<file path="src/rtl/game_sequencer.sv">
// game_sequencer -- round scheduler for the keypad reaction game.
//
// Latches the one-hot difficulty when level_valid is seen in IDLE, then
// issues a fixed number of targets at a level-dependent period, scores hits
// and expiries, and raises game_over until reset.
//
//   level 3'b001 : speed 1,  8 targets, period BASE_PERIOD
//   level 3'b010 : speed 2, 12 targets, period BASE_PERIOD/2
//   level 3'b100 : speed 4, 16 targets, period BASE_PERIOD/4
//
// Parameters:
//   BASE_PERIOD  clk cycles per target at speed 1 (>=4, multiple of 4)
//   PERIOD_W     width of the tick counter (must hold BASE_PERIOD-1)
//
// Ports:
//   clk          in   system clock, rising edge
//   rst          in   synchronous active-low reset
//   level[2:0]   in   one-hot difficulty {hard, mid, easy}
//   level_valid  in   level is final; sampled only in IDLE
//   hit          in   one-cycle pulse, player struck the current target
//   spawn        out  one-cycle pulse, new target issued
//   target_num   out  0-based index of the most recent target
//   active       out  a target is outstanding
//   score        out  targets hit
//   miss_cnt     out  targets expired unhit (plus stray hits when penalised)
//   speed        out  latched speed multiplier 1/2/4, 0 before latch
//   busy         out  sequencer is arming or running a round
//   game_over    out  round finished, held until reset
//
// Build option:
//   GAME_SEQ_PENALTY_EN  when defined, a hit with no outstanding target
//                        during RUN increments miss_cnt (saturating at 31).

module game_sequencer #(
    parameter int unsigned BASE_PERIOD = 50_000_000,
    parameter int unsigned PERIOD_W    = 32
) (
    input  logic       clk,
    input  logic       rst,
    input  logic [2:0] level,
    input  logic       level_valid,
    input  logic       hit,
    output logic       spawn,
    output logic [4:0] target_num,
    output logic       active,
    output logic [4:0] score,
    output logic [4:0] miss_cnt,
    output logic [2:0] speed,
    output logic       busy,
    output logic       game_over
);

    typedef enum logic [1:0] {IDLE, ARM, RUN, DONE} state_t;

    localparam logic [PERIOD_W-1:0] PERIOD_X1 = PERIOD_W'(BASE_PERIOD);
    localparam logic [PERIOD_W-1:0] PERIOD_X2 = PERIOD_W'(BASE_PERIOD / 2);
    localparam logic [PERIOD_W-1:0] PERIOD_X4 = PERIOD_W'(BASE_PERIOD / 4);

    state_t              state, state_n;
    logic [2:0]          lvl_q, lvl_n;
    logic [PERIOD_W-1:0] period, period_n;
    logic [PERIOD_W-1:0] tick, tick_n;
    logic [4:0]          count, count_n;
    logic [4:0]          issued, issued_n;
    logic [4:0]          target_num_n, score_n, miss_n;
    logic [2:0]          speed_n;
    logic                spawn_n, active_n, busy_n, game_over_n;
    logic                level_ok;

    assign level_ok = (level == 3'b001) || (level == 3'b010) || (level == 3'b100);

    always_comb begin
        state_n      = state;
        lvl_n        = lvl_q;
        period_n     = period;
        tick_n       = tick;
        count_n      = count;
        issued_n     = issued;
        target_num_n = target_num;
        score_n      = score;
        miss_n       = miss_cnt;
        speed_n      = speed;
        spawn_n      = 1'b0;
        active_n     = active;
        game_over_n  = game_over;

        unique case (state)
            IDLE: begin
                // Capture the level seen at acceptance so a change between
                // acceptance and ARM cannot select an illegal decode.
                if (level_valid && level_ok) begin
                    lvl_n   = level;
                    state_n = ARM;
                end
            end

            ARM: begin
                unique case (lvl_q)
                    3'b010: begin
                        speed_n  = 3'd2;
                        count_n  = 5'd12;
                        period_n = PERIOD_X2;
                    end
                    3'b100: begin
                        speed_n  = 3'd4;
                        count_n  = 5'd16;
                        period_n = PERIOD_X4;
                    end
                    default: begin
                        speed_n  = 3'd1;
                        count_n  = 5'd8;
                        period_n = PERIOD_X1;
                    end
                endcase
                score_n  = '0;
                miss_n   = '0;
                issued_n = '0;
                active_n = 1'b0;
                tick_n   = '0;
                state_n  = RUN;
            end

            RUN: begin
                if (hit && active) begin
                    score_n  = score + 5'd1;
                    active_n = 1'b0;
                end
`ifdef GAME_SEQ_PENALTY_EN
                else if (hit && !active && miss_cnt != 5'd31) begin
                    miss_n = miss_cnt + 5'd1;
                end
`endif

                if (tick != '0) begin
                    tick_n = tick - 1'b1;
                end else begin
                    // A hit on the expiry edge scores; only an unhit target misses.
                    if (active && !hit) begin
                        miss_n = miss_cnt + 5'd1;
                    end
                    if (issued == count) begin
                        active_n    = 1'b0;
                        game_over_n = 1'b1;
                        state_n     = DONE;
                    end else begin
                        spawn_n      = 1'b1;
                        target_num_n = issued;
                        issued_n     = issued + 5'd1;
                        active_n     = 1'b1;
                        tick_n       = period - 1'b1;
                    end
                end
            end

            DONE: begin
                // Frozen until reset.
            end

            default: state_n = IDLE;
        endcase

        busy_n = (state_n == ARM) || (state_n == RUN);
    end

    always_ff @(posedge clk) begin
        if (!rst) begin
            state      <= IDLE;
            lvl_q      <= '0;
            period     <= '0;
            tick       <= '0;
            count      <= '0;
            issued     <= '0;
            target_num <= '0;
            score      <= '0;
            miss_cnt   <= '0;
            speed      <= '0;
            spawn      <= 1'b0;
            active     <= 1'b0;
            busy       <= 1'b0;
            game_over  <= 1'b0;
        end else begin
            state      <= state_n;
            lvl_q      <= lvl_n;
            period     <= period_n;
            tick       <= tick_n;
            count      <= count_n;
            issued     <= issued_n;
            target_num <= target_num_n;
            score      <= score_n;
            miss_cnt   <= miss_n;
            speed      <= speed_n;
            spawn      <= spawn_n;
            active     <= active_n;
            busy       <= busy_n;
            game_over  <= game_over_n;
        end
    end

endmodule

</file>
<file path="config.mk">
export PLATFORM = sky130hd
export DESIGN_NAME = game_sequencer
export DESIGN_NICKNAME = d
export VERILOG_FILES = /design/src/rtl/game_sequencer.sv
export SDC_FILE = /design/constraint.sdc
export NUM_CORES = 1
export LEC_CHECK = 0
export BUFFER_PORTS_ARGS = -buffer_cell sky130_fd_sc_hd__clkbuf_2
export CAP_MARGIN = 10
export CORE_MARGIN = 1
export CORE_UTILIZATION = 60
export CTS_CLUSTER_DIAMETER = 30
export DETAILED_ROUTE_END_ITERATION = 8
export GPL_TIMING_DRIVEN = 0
export PLACE_DENSITY = 0.83
export SLEW_MARGIN = 20
export SYNTH_ARGS = -nofsm -noshare
export SYNTH_HDL_FRONTEND = slang
export SYNTH_SLANG_ARGS = --single-unit
</file>
<file path="constraint.sdc">
create_clock -name clk -period 4.3 [get_ports clk]
set_input_delay 0.215 -clock clk [delete_from_list [all_inputs] [get_ports clk]]
set_output_delay 0.215 -clock clk [all_outputs]
set_load 0.02 [all_outputs]
</file>
==> flow_summary_export.csv <==
group,metric,value,unit
critical_path,arr_time_crit_path,3.77,ns
timing,post-route-min-period,3.50,ns
min_path,hold_start,"level[0]",
die,die_area,6540,um2
critical_path,reg2reg_to,"tick[30]",
yosys,yosys_register_bits,68,
grt,grt_pass1_wl,15.9,mm
grt,grt_pass1_vias,3328,
place,port_buffers,28,
die,core,5960,um2
cts,clock_sinks,68,
cts,max-clock-path-buffers,2,
critical_path,worst-endpoint-required,4.57,ns
detailed_routing,ant_nets,0,
timing,rsz_0062_raised_after_global_routing,"false",
critical_path,crit_slowest_cell,"sky130_fd_sc_hd__or4_4",
detailed_routing,routed_via_density,6.31,
place,detailed_place_hpwl,7.05,mm
cells_and_area,fin_nets,524,
cts,total_setup_buffers_inserted_after_cts,0,
cts,worst_skew_pair.late_latency,0.35,ns
timing,fmax,286,MHz
critical_path,critical_path_peak_fanout,8,
detailed_routing,drt-pass1-iter-count,5,
yosys,synth.net_count,485,
grt,total_routing_usage_reported_by_global_routing,32.0,%
critical_path,crit_path_end_kind,"register",
critical_path,worstSetupStartpointType,"register",
cts,cts-root-buf,"sky130_fd_sc_hd__clkbuf_8",
critical_path,path_cells,"inv_1 > ha_1 > or3b_1 > or3_1 > nor3b_1 > o311a_1 > o211ai_2 > or4_4 > or4_1 > a31oi_1",
yosys,netlist_area,3730,um2
detailed_routing,avgRoutedWirePerCell,17.0,um
yosys,postSynthCellCount,469,
die,floorplan.die.width,80.8,um
critical_path,worst-r2r-cell-count,10,
cts,cts_inserted_buffers,9,
detailed_routing,route.detailed.drc,0,
timing,setup_total_negative_slack,0,ns
timing,slew-limit-headroom,33.2,%
yosys,ys_top_cells_by_area,"sky130_fd_sc_hd__dfxtp_1 36%, sky130_fd_sc_hd__nor2_1 6.1%, sky130_fd_sc_hd__a21oi_1 5.5%, sky130_fd_sc_hd__nand2_1 4.9%, sky130_fd_sc_hd__o21ai_0 4.2%",
yosys,syn_avg_cell_area,7.95,um2
timing,timing.final.max_slew_violations,0,
die,floorplan.io_pins,29,
yosys,synth_edf_count,0,
timing,setup-violations-final,0,
cts,cts_repair_resize_count,0,
detailed_routing,drt-total-wl,10.0,mm
cts,cts_hold_bufs,0,
detailed_routing,drt-initial-drc-count,336,
min_path,hold_path_end,"lvl_q[0]",
min_path,whs_path_depth,3,
critical_path,reg2reg_from,"tick[0]",
critical_path,cpPeakStageDelay,0.64,ns
cells_and_area,area_growth,12.7,%
grt,gr-total-overflow,0,
yosys,synth_commonest_cells,"68 x sky130_fd_sc_hd__dfxtp_1, 61 x sky130_fd_sc_hd__nor2_1, 49 x sky130_fd_sc_hd__nand2_1, 41 x sky130_fd_sc_hd__a21oi_1, 31 x sky130_fd_sc_hd__o21ai_0",
timing,final_min_period_over_clock_period,81.4,%
die,floorplan.initialDensity,62.6,%
timing,hold_viol,0,
grt,grt_start_max_net_pins,13,
yosys,ys_async_sr_fraction,0,%
yosys,yosysUniqueCellTypes,66,
detailed_routing,routed-via-count,3712,
cts,htree_levels,3,
yosys,yosys_most_used_dff,"sky130_fd_sc_hd__dfxtp_1",
run_status,outcome,"finished, final reports clean",
timing,max_slew.worst_pin.slew,0.993,ns
yosys,yosysMostFrequentCell,"sky130_fd_sc_hd__dfxtp_1",
job,cap_violations,0,
critical_path,crit_type,"register to register",
critical_path,reg2reg_slack,0.80,ns
timing,clock_skew,0.0107,ns
cells_and_area,num_antenna_cells,0,
die,die_h,80.8,um
yosys,synth_top_area_share,36.5,%
yosys,yosys.area.top_type,"sky130_fd_sc_hd__dfxtp_1",
yosys,yosysWarningCount,0,
die,placementRows,28,
grt,antenna_found_initial,0,
yosys,synth-seq-area-share,36.5,%
cts,clkSlewWorstSetupHoldPaths,0.07,ns
place,globalplace.congestion,0.951,
cts,cts_tree,"built",
cells_and_area,layout_cells_sized_above_1,13.6,%
min_path,worstHoldPathType,"primary input to register",
==> registers in the layout, indices dropped and copies added, names as in the netlist <==
signal	flops
active	1
speed	2
target_num	5
state	2
count	1
tick	32
score	5
lvl_q	3
busy	1
spawn	1
issued	5
game_over	1
miss_cnt	5
period	4
==> worst max-delay path: cells and delay by family, from the launching register on <==
family / cells / cell delay (ns)
buffers and inverters: 1 / 0.08
and+or+nand+nor: 5 / 2.24
adders and majority gates: 1 / 0.18
DFF: 1 / 0.35
AOI/OAI and AO/OA: 3 / 0.58
==> layer usage <==
metal / vias to the layer above / track usage [%] / wire length [um] / part of all wire (%)
met5: - / 0 / 0 / 0
met2: 172 / 49.2 / 4540 / 45
met4: 0 / 16.8 / 293 / 2.9
met1: 1737 / 41.7 / 4490 / 45
li1: 1775 / - / - / -
met3: 28 / 7.30 / 681 / 6.8
==> cell families after synthesis <==
kind of cell / count (synthesis) / synth area share (%)
adders and majority gates: 9 / 3.02
muxes: 8 / 2.25
and+or+nand+nor: 198 / 27.0
AOI/OAI and AO/OA: 128 / 21.7
xor gates and xnor gates: 17 / 3.99
buffers and inverters: 41 / 5.53
DFF: 68 / 36.5
==> per-stage QoR <==
stage	instances	hold slack [ns]	area [um2]	util, %	setup WS, ns
2_1_floorplan	469	0.359	3730	-	1.14
3_3_place_gp	572	0.446	3960	66.6	0.903
3_5_place_dp	572	0.452	3960	66.6	0.871
4_1_cts	588	0.131	4200	70.6	0.838
5_1_grt	588	0.159	4200	70.6	0.632
6_report	588	0.131	4200	70.6	0.800
==> worst max path at each step <==
stage                     to  depth (start not counted)     from  slack, ns
finish              tick[30]                         10  tick[0]       0.80
global route        tick[30]                         10  tick[0]       0.63
CTS                 tick[30]                         10  tick[0]       0.84
detailed placement  tick[30]                         10  tick[0]       0.87
global placement    tick[30]                         10  tick[0]       0.90
floorplan           tick[30]                         10  tick[2]       1.14
==> layout by cell type (no fill, tap or decap), types with 4 or more instances in the layout <==
master	instances
sky130_fd_sc_hd__dfxtp_1	68
sky130_fd_sc_hd__nor2_1	61
sky130_fd_sc_hd__nand2_1	49
sky130_fd_sc_hd__a21oi_1	41
sky130_fd_sc_hd__o21ai_0	31
sky130_fd_sc_hd__clkbuf_2	28
sky130_fd_sc_hd__inv_1	16
sky130_fd_sc_hd__nand3_1	16
sky130_fd_sc_hd__clkbuf_1	15
sky130_fd_sc_hd__nor3_1	13
sky130_fd_sc_hd__xor2_1	12
sky130_fd_sc_hd__clkbuf_8	10
sky130_fd_sc_hd__nand4_1	10
sky130_fd_sc_hd__ha_1	9
sky130_fd_sc_hd__and3_1	6
sky130_fd_sc_hd__o31ai_1	6
sky130_fd_sc_hd__or3_1	6
sky130_fd_sc_hd__nor4_1	5
sky130_fd_sc_hd__buf_4	5
sky130_fd_sc_hd__or4_1	5
sky130_fd_sc_hd__xnor2_1	5
sky130_fd_sc_hd__nand2b_1	5
sky130_fd_sc_hd__o22ai_1	5
sky130_fd_sc_hd__a31oi_1	5
sky130_fd_sc_hd__mux2i_1	5
sky130_fd_sc_hd__a21o_1	4
sky130_fd_sc_hd__o31a_1	4
==> final cells by class <==
| cell class | instances | area [um2] |
|---|---|---|
| fill | 480 | 1750 |
| tap | 75 | 93.8 |
| inverter | 17 | 63.8 |
| multi-input combinational | 360 | 2160 |
| timing repair buffer | 28 | 140 |
| sequential | 68 | 1360 |
| buffer | 24 | 143 |
| clock inverter | 6 | 111 |
| clock buffer | 10 | 128 |
Power is left out: the tool's default activity adds up to more than one toggle a clock period on the data nets, which glitch-free logic cannot reach.
